[src/rtl/dec3t8_strobe.sv]
// Registered 3-to-8 strobe decoder: accepts a code over valid/ready, holds the one-hot line
// for HOLD cycles, then GAP dead cycles. Define DEC3T8_ACTIVE_LOW_EN for active-low Y (74x138 style).
module dec3t8_strobe #(
    parameter int HOLD = 4,
    parameter int GAP  = 1
) (
    input  logic       clk,
    input  logic       rst,
    input  logic       in_valid,
    output logic       in_ready,
    input  logic [2:0] A,
    input  logic       EN,
    output logic [7:0] Y,
    output logic       Busy,
    output logic       Idle
);

`ifdef DEC3T8_ACTIVE_LOW_EN
    localparam logic [7:0] INACT = 8'hFF;
`else
    localparam logic [7:0] INACT = 8'h00;
`endif

    // HOLD=0 is treated as 1 so every accept yields at least one strobe cycle
    localparam int         HOLD_EFF = (HOLD < 1) ? 1 : HOLD;
    localparam logic [7:0] HOLD_LD  = 8'(HOLD_EFF - 1);
    localparam logic [7:0] GAP_LD   = 8'((GAP > 0) ? GAP - 1 : 0);
    localparam bit         HAS_GAP  = (GAP > 0);

    typedef enum logic [1:0] {S_IDLE, S_DRIVE, S_GAP} state_t;

    state_t     r_state;
    logic [7:0] r_cnt;
    logic [7:0] r_y;
    logic       r_busy;
    logic       r_idle;
    logic [7:0] w_line;

    // Flipping the selected bit of the inactive pattern serves both polarities
    assign w_line   = INACT ^ (8'h01 << A);
    assign in_ready = (r_state == S_IDLE) && EN && !rst;

    always_ff @(posedge clk) begin
        if (rst) begin
            r_state <= S_IDLE;
            r_cnt   <= 8'd0;
            r_y     <= INACT;
            r_busy  <= 1'b0;
            r_idle  <= 1'b1;
        end else begin
            case (r_state)
                S_IDLE: begin
                    if (in_valid && in_ready) begin
                        r_y     <= w_line;
                        r_cnt   <= HOLD_LD;
                        r_state <= S_DRIVE;
                        r_busy  <= 1'b1;
                        r_idle  <= 1'b0;
                    end
                end
                S_DRIVE: begin
                    if (!EN) begin
                        r_y     <= INACT;
                        r_state <= S_IDLE;
                        r_busy  <= 1'b0;
                        r_idle  <= 1'b1;
                        r_cnt   <= 8'd0;
                    end else if (r_cnt == 8'd0) begin
                        r_y    <= INACT;
                        r_idle <= 1'b1;
                        if (HAS_GAP) begin
                            r_state <= S_GAP;
                            r_cnt   <= GAP_LD;
                        end else begin
                            r_state <= S_IDLE;
                            r_busy  <= 1'b0;
                        end
                    end else begin
                        r_cnt <= r_cnt - 8'd1;
                    end
                end
                S_GAP: begin
                    if (!EN || r_cnt == 8'd0) begin
                        r_state <= S_IDLE;
                        r_busy  <= 1'b0;
                        r_cnt   <= 8'd0;
                    end else begin
                        r_cnt <= r_cnt - 8'd1;
                    end
                end
                default: begin
                    r_state <= S_IDLE;
                    r_y     <= INACT;
                    r_busy  <= 1'b0;
                    r_idle  <= 1'b1;
                end
            endcase
        end
    end

    assign Y    = r_y;
    assign Busy = r_busy;
    assign Idle = r_idle;

endmodule

[config.mk]
export PLATFORM = sky130hd
export DESIGN_NAME = dec3t8_strobe
export DESIGN_NICKNAME = d
export VERILOG_FILES = /design/src/rtl/dec3t8_strobe.sv
export SDC_FILE = /design/constraint.sdc
export NUM_CORES = 1
export LEC_CHECK = 0
export ABC_AREA = 1
export CAP_MARGIN = 20
export CORE_UTILIZATION = 35
export CTS_CLUSTER_DIAMETER = 200
export DETAILED_ROUTE_END_ITERATION = 12
export SLEW_MARGIN = 10
export SYNTH_ARGS = -nofsm -noshare
export SYNTH_HDL_FRONTEND = slang
export SYNTH_SLANG_ARGS = --single-unit
[constraint.sdc]
create_clock -name clk -period 2.58 [get_ports clk]
set_clock_uncertainty 0.15 [all_clocks]
set_input_delay 0.258 -clock clk [delete_from_list [all_inputs] [get_ports clk]]
set_output_delay 0.258 -clock clk [all_outputs]
set_load 0.005 [all_outputs]
# == After elaboration in Yosys (flattened, before gate mapping) ==
# Cells that the tools add are included.
# word_totals
ff_bits,20
latchBits,0
mem_bits_rw,0
romBits,0
out_inout_bits,11
elab_cells,49
memories,0
# classes
n_addsub,1
multipliers,0
div_mod_pow,0
magnitude_cmp,0
eq_ne,6
shifts,1
mux,22
bitwise_logic,1
n_reduce_logical,13
# op_table
operator,count
2-to-1 mux 8 bit,7
one-hot mux 8 bit (3 select lines),2
AND reduction 3 bit,3
logical NOT 8 bit,1
2-to-1 mux 2 bit,4
"<< shifter 1 x 3 -> 8 bit, first input constant",1
"subtractor 8 x 1 -> 8 bit, second input constant",1
2-to-1 mux 1 bit,6
one-hot mux 1 bit (3 select lines),2
one-hot mux 2 bit (3 select lines),1
"!= test 2 bit, second input constant",2
logical AND 1 bit,3
"!= test 3 bit, second input constant",1
nonzero test 3 bit,1
"== test 2 x 1 -> 1 bit, second input constant",1
"== test 2 bit, second input constant",1
logical NOT 1 bit,2
logical NOT 2 bit,1
"!= test 2 x 1 -> 1 bit, second input constant",1
AND reduction 2 bit,1
logical OR 1 bit,1
NOT 1 bit,1

# == Depth between registers and ports, before layout ==
# depth
depth_word,6
ltp_mapped,10
depth_no_buf,10

# == Worst setup path before layout ==
# No wires, ideal clock.
# synth_timing
path_type,flip-flop to flip-flop
from,reg r_state[0]
to,reg r_idle (netlist: Idle)
setup_ns,0.123
arrival_ns,1.282
slack_ns,1.025
path_stages_with_launch,10
path_buffers,1
period_less_slack_ns,1.555
path_cell_list,dfxtp_1 > inv_1 > ha_1 > inv_1 > a31oi_1 > nor2_1 > nand2_2 > buf_6 > a21oi_2 > o21ai_1
# synth_between
elab_chain_cells,6
# synth_rtl
element,line_no,text
start: declaration,32,state_t r_state;
start signal: assignment,45,r_state <= S_IDLE;
start signal: assignment,56,r_state <= S_DRIVE;
start signal: assignment,64,r_state <= S_IDLE;
logical NOT 2 bit,"41, 51",
logical AND 1 bit (2 in series),41,assign in_ready = (r_state == S_IDLE) && EN && !rst;
logical AND 1 bit,53,if (in_valid && in_ready) begin
!= test 2 x 1 -> 1 bit (no line),n/a,
AND reduction 3 bit (no line),n/a,
end signal: assignment,49,r_idle <= 1'b1;
end signal: assignment,58,r_idle <= 1'b0;
end signal: assignment,66,r_idle <= 1'b1;
end: declaration,36,logic r_idle;
# Several ways; a longest one is shown, not always the timed one.
# A chain may end at the register's enable or synchronous reset.

# == Worst setup path in the final report ==
# layout_timing
from,reg r_state[1]
to,out in_ready
# layout_between
elab_chain_cells,3
# layout_rtl
element,line_no,text
logical NOT 2 bit,41,
logical AND 1 bit (2 in series),41,
end: declaration,10,"output logic in_ready,"
# Every way passes these cells.

==> results list <==
- Total Die Area: 0.003470 mm^2
* Drc violations: 0
* Post-synth net total: 180
* Worst path bufs/invs: 2
- Power spread over the standard cell area amounts to 1546 mW/mm^2.
- Of the cells placed in the final design, the portion with a size suffix greater than 1 is 0.1196.
- Vias in the first global route: between 900 and 1000
- At the worst endpoint, the required time is around 2.2 ns.
- On the final layout, the worst hold slack is 0.3242 ns.
- Number of clock sinks: 20
- Number of distinct library cell variants in the gate-level netlist after synthesis: 24
- No sink is reached through more buffers than the 2 on the longest clock path.
* Global-route wire length before repair: 4.057 mm
- The repair_antennas step left the layout with diodes totalling 0.
- STA classifies the critical path startpoint as a flop.
- Summed over all failing endpoints, the final setup total negative slack is 0 ns.
- Sequential fraction of the synthesis area: 0.3532
- The die is 58.91 um tall.
- Largest fanout on the critical path: 7
* NumNets Final: 199
* First-iteration detailed-routing DRC count: 32
- After detailed routing, the number of vias per cell comes to approximately 4.7.
- Most used flip-flop cell after synthesis: sky130_fd_sc_hd__dfxtp_1
- CTS placed an instance of sky130_fd_sc_hd__clkbuf_4 at the clock tree root.
- Vias: between 1000 and 1500
* Number of primary I/O pins: 18
- Final cycle utilization of the critical path: 0.8529
* Maximum number of pins on one net before global-route repair: 17
* Routability cong.: around 0.88
- The worst pin sits at a relative slew slack of 0.8148.
* Max-capacitance violation count: 0
- The synthesized design contains 0 enable-type register cells.
* Netlist area before placement: roughly 0.0011 mm^2
- Buffers inserted to repair hold after CTS numbered 0.
- Input and output buffers added on the ports amount to 17.
* Depth of the CTS H-tree: 1
- The critical path goes through inv_1 -> ha_1 -> nand2_1 -> nor2_1 -> clkdlybuf4s50_1.
* Total clock buffers created by CTS: 3
- Asr flop ratio synth: 0
* Cell accounting for the most synthesized area: sky130_fd_sc_hd__dfxtp_1
- CP Class: reg -> out
- For this run, the number of Yosys warnings is 0.
- The run finished with clean final reports.
- For the pin with the worst max-slew slack, the measured transition is 0.2770 ns.
- After layout, the minimum clock period comes to 2.200 ns.
- Commonest cells post-synth: sky130_fd_sc_hd__nor2_1 (38), sky130_fd_sc_hd__nand2_1 (25), sky130_fd_sc_hd__dfxtp_1 (20), sky130_fd_sc_hd__inv_1 (17), sky130_fd_sc_hd__o21ai_1 (13)
- Largest cells by area after synthesis: sky130_fd_sc_hd__dfxtp_1 (35%), sky130_fd_sc_hd__nor2_1 (13%), sky130_fd_sc_hd__nand2_1 (8.3%)
* Core outline area: 0.003053 mm^2
- Relative area change from synthesis to final layout: 22.63%
* Clock-pin transition on the worst setup and hold timing paths: 0.12 ns
- After floorplanning, the core was divided into 20 placement rows.
* HPWL reported at the end of detailed placement: 1.802 mm
* Number of iterations in the first detailed-routing pass: 4
* Worst Hold Class: reg -> reg
- For the worst-skew pair, the clock arrives at the later sink with an insertion delay of 0.30 ns.
- In this run, post-CTS repair resized a total of 0 instances.
- Max Slew Vio Count: 0
* Area fraction of the dominant cell type after synthesis: 0.3532
- Setup repair after global routing left no endpoint under its margin.
- Most common cell in the synthesized netlist: sky130_fd_sc_hd__nor2_1
* Overall routing resource usage: 0.1542
* Fillcell total: 330
- CP endpoint kind: output pin
- FF+latch count, synth: 20
* Per-cell routed wire length: 10.18 um
* Die X-Extent: 58.91 um
* Starting density of the core: 0.3713
* Instance count of the mapped netlist: 166
- The number of antenna violations at the first check in global routing was 0.
- Once the clock tree was built, the setup fixing pass inserted 0 buffers.
- Fmax: 454.5 MHz
- Maximum ir drop on the vdd rail: about 0.68 mV
- TritonCTS built the clock tree.
* Remaining number of nets flagged by the antenna check after routing: 0
* Per-instance average area after synthesis: 6.829 um^2
- Endpoint arrival time on the critical path: 1.79 ns
* Total gr overflow: 0
- Setup violations remaining at the end of the flow were counted as 0.
* Max stage delay cell, worst path: sky130_fd_sc_hd__clkdlybuf4s50_1
- Routed wire length: ~2.3 mm
* Crit-path max cell delay: between 0.5 and 0.6 ns
- Category of cells accounting for the largest share of critical-path delay: buffers and inverters
* Final Hold Viols: 0
* Leakage power: 0.6139 nW
-- final cells by class --
type | instances | area, um^2 | area share
Inverter | 21 | 81.33 | 0.05851
Sequential cell | 20 | 400.4 | 0.2880
Multi-Input combinational cell | 122 | 630.6 | 0.4536
Clock inverter | 1 | 30.03 | 0.02160
Tap cell | 44 | 55.05 | 0.03960
Clock buffer | 3 | 22.52 | 0.01620
Timing Repair Buffer | 17 | 170.2 | 0.1224
-- per-layer routing --
metal	up-vias	part of all wire	GRT usage
met3	2	0.039	0.01978
met5	-	0	0
met1	479	0.47	0.1951
met4	0	0.0073	0.07143
met2	25	0.49	0.2597
li1	564	-	-
-- power breakdown --
part,switching [mW],leakage (nW),internal (mW)
sequential,0.0924,0.165,0.469
clock,0.102,0.0279,0.157
combinational,0.798,0.421,0.530
-- layout by cell type, fill, tap and decap left out --
master	count
sky130_fd_sc_hd__a21oi_1	5
sky130_fd_sc_hd__a21oi_2	1
sky130_fd_sc_hd__a31oi_1	1
sky130_fd_sc_hd__bufinv_16	1
sky130_fd_sc_hd__clkbuf_4	3
sky130_fd_sc_hd__clkdlybuf4s50_1	17
sky130_fd_sc_hd__dfxtp_1	20
sky130_fd_sc_hd__ha_1	7
sky130_fd_sc_hd__inv_1	17
sky130_fd_sc_hd__inv_2	3
sky130_fd_sc_hd__inv_4	1
sky130_fd_sc_hd__nand2_1	25
sky130_fd_sc_hd__nand2_2	7
sky130_fd_sc_hd__nand2_4	1
sky130_fd_sc_hd__nand3_1	11
sky130_fd_sc_hd__nand4_1	5
sky130_fd_sc_hd__nor2_1	38
sky130_fd_sc_hd__nor2_2	1
sky130_fd_sc_hd__nor2_4	2
sky130_fd_sc_hd__nor3_1	1
sky130_fd_sc_hd__nor3b_1	1
sky130_fd_sc_hd__o21ai_1	13
sky130_fd_sc_hd__or2_0	1
sky130_fd_sc_hd__or2_2	2
-- per-stage QoR --
stage	setup WS, ns	instance area [um^2]	util	cells	power [mW]
after floorplan	1.025	1134	-	166	1.544
after global placement	0.6026	1338	0.4381	224	1.884
after detailed placement	0.5777	1338	0.4381	224	1.893
after CTS	0.3682	1390	0.4553	228	2.165
after global routing	0.2330	1390	0.4553	228	2.377
final	0.3796	1390	0.4553	228	2.148
-- cell families after synthesis --
family	Yosys count	synth area share
buffers and inverters	24	0.09050
DFF	20	0.3532
AOI/OAI and AO/OA	20	0.09271
and+or+nand+nor	95	0.3863
adders and majority gates	7	0.07726
-- tightest hold or removal path, cell delays in order (launching register included) --
cell and delay [ns]:
sky130_fd_sc_hd__dfxtp_1 0.33, sky130_fd_sc_hd__nand2_1 0.06, sky130_fd_sc_hd__a21oi_1 0.05
-- registers in the layout, indices dropped and copies added, names as in the netlist --
register and count:
Busy 1, Idle 1, Y 8, r_cnt 8, r_state 2
-- path summary, 6_finish.rpt --
kind | cells after the start | endpoint | slack [ns] | from
worst max-delay path | 5 | in_ready | 0.38 | r_state[1]$_SDFFE_PP0P_
worst max register to register | 9 | Y[1]$_SDFFE_PP0P_ | 0.69 | r_state[1]$_SDFFE_PP0P_
worst min register to register | 2 | Busy$_SDFFE_PP0P_ | 0.32 | Busy$_SDFFE_PP0P_
worst min-delay path | 2 | Busy$_SDFFE_PP0P_ | 0.32 | Busy$_SDFFE_PP0P_
Power figures use the tool's default switching activity.
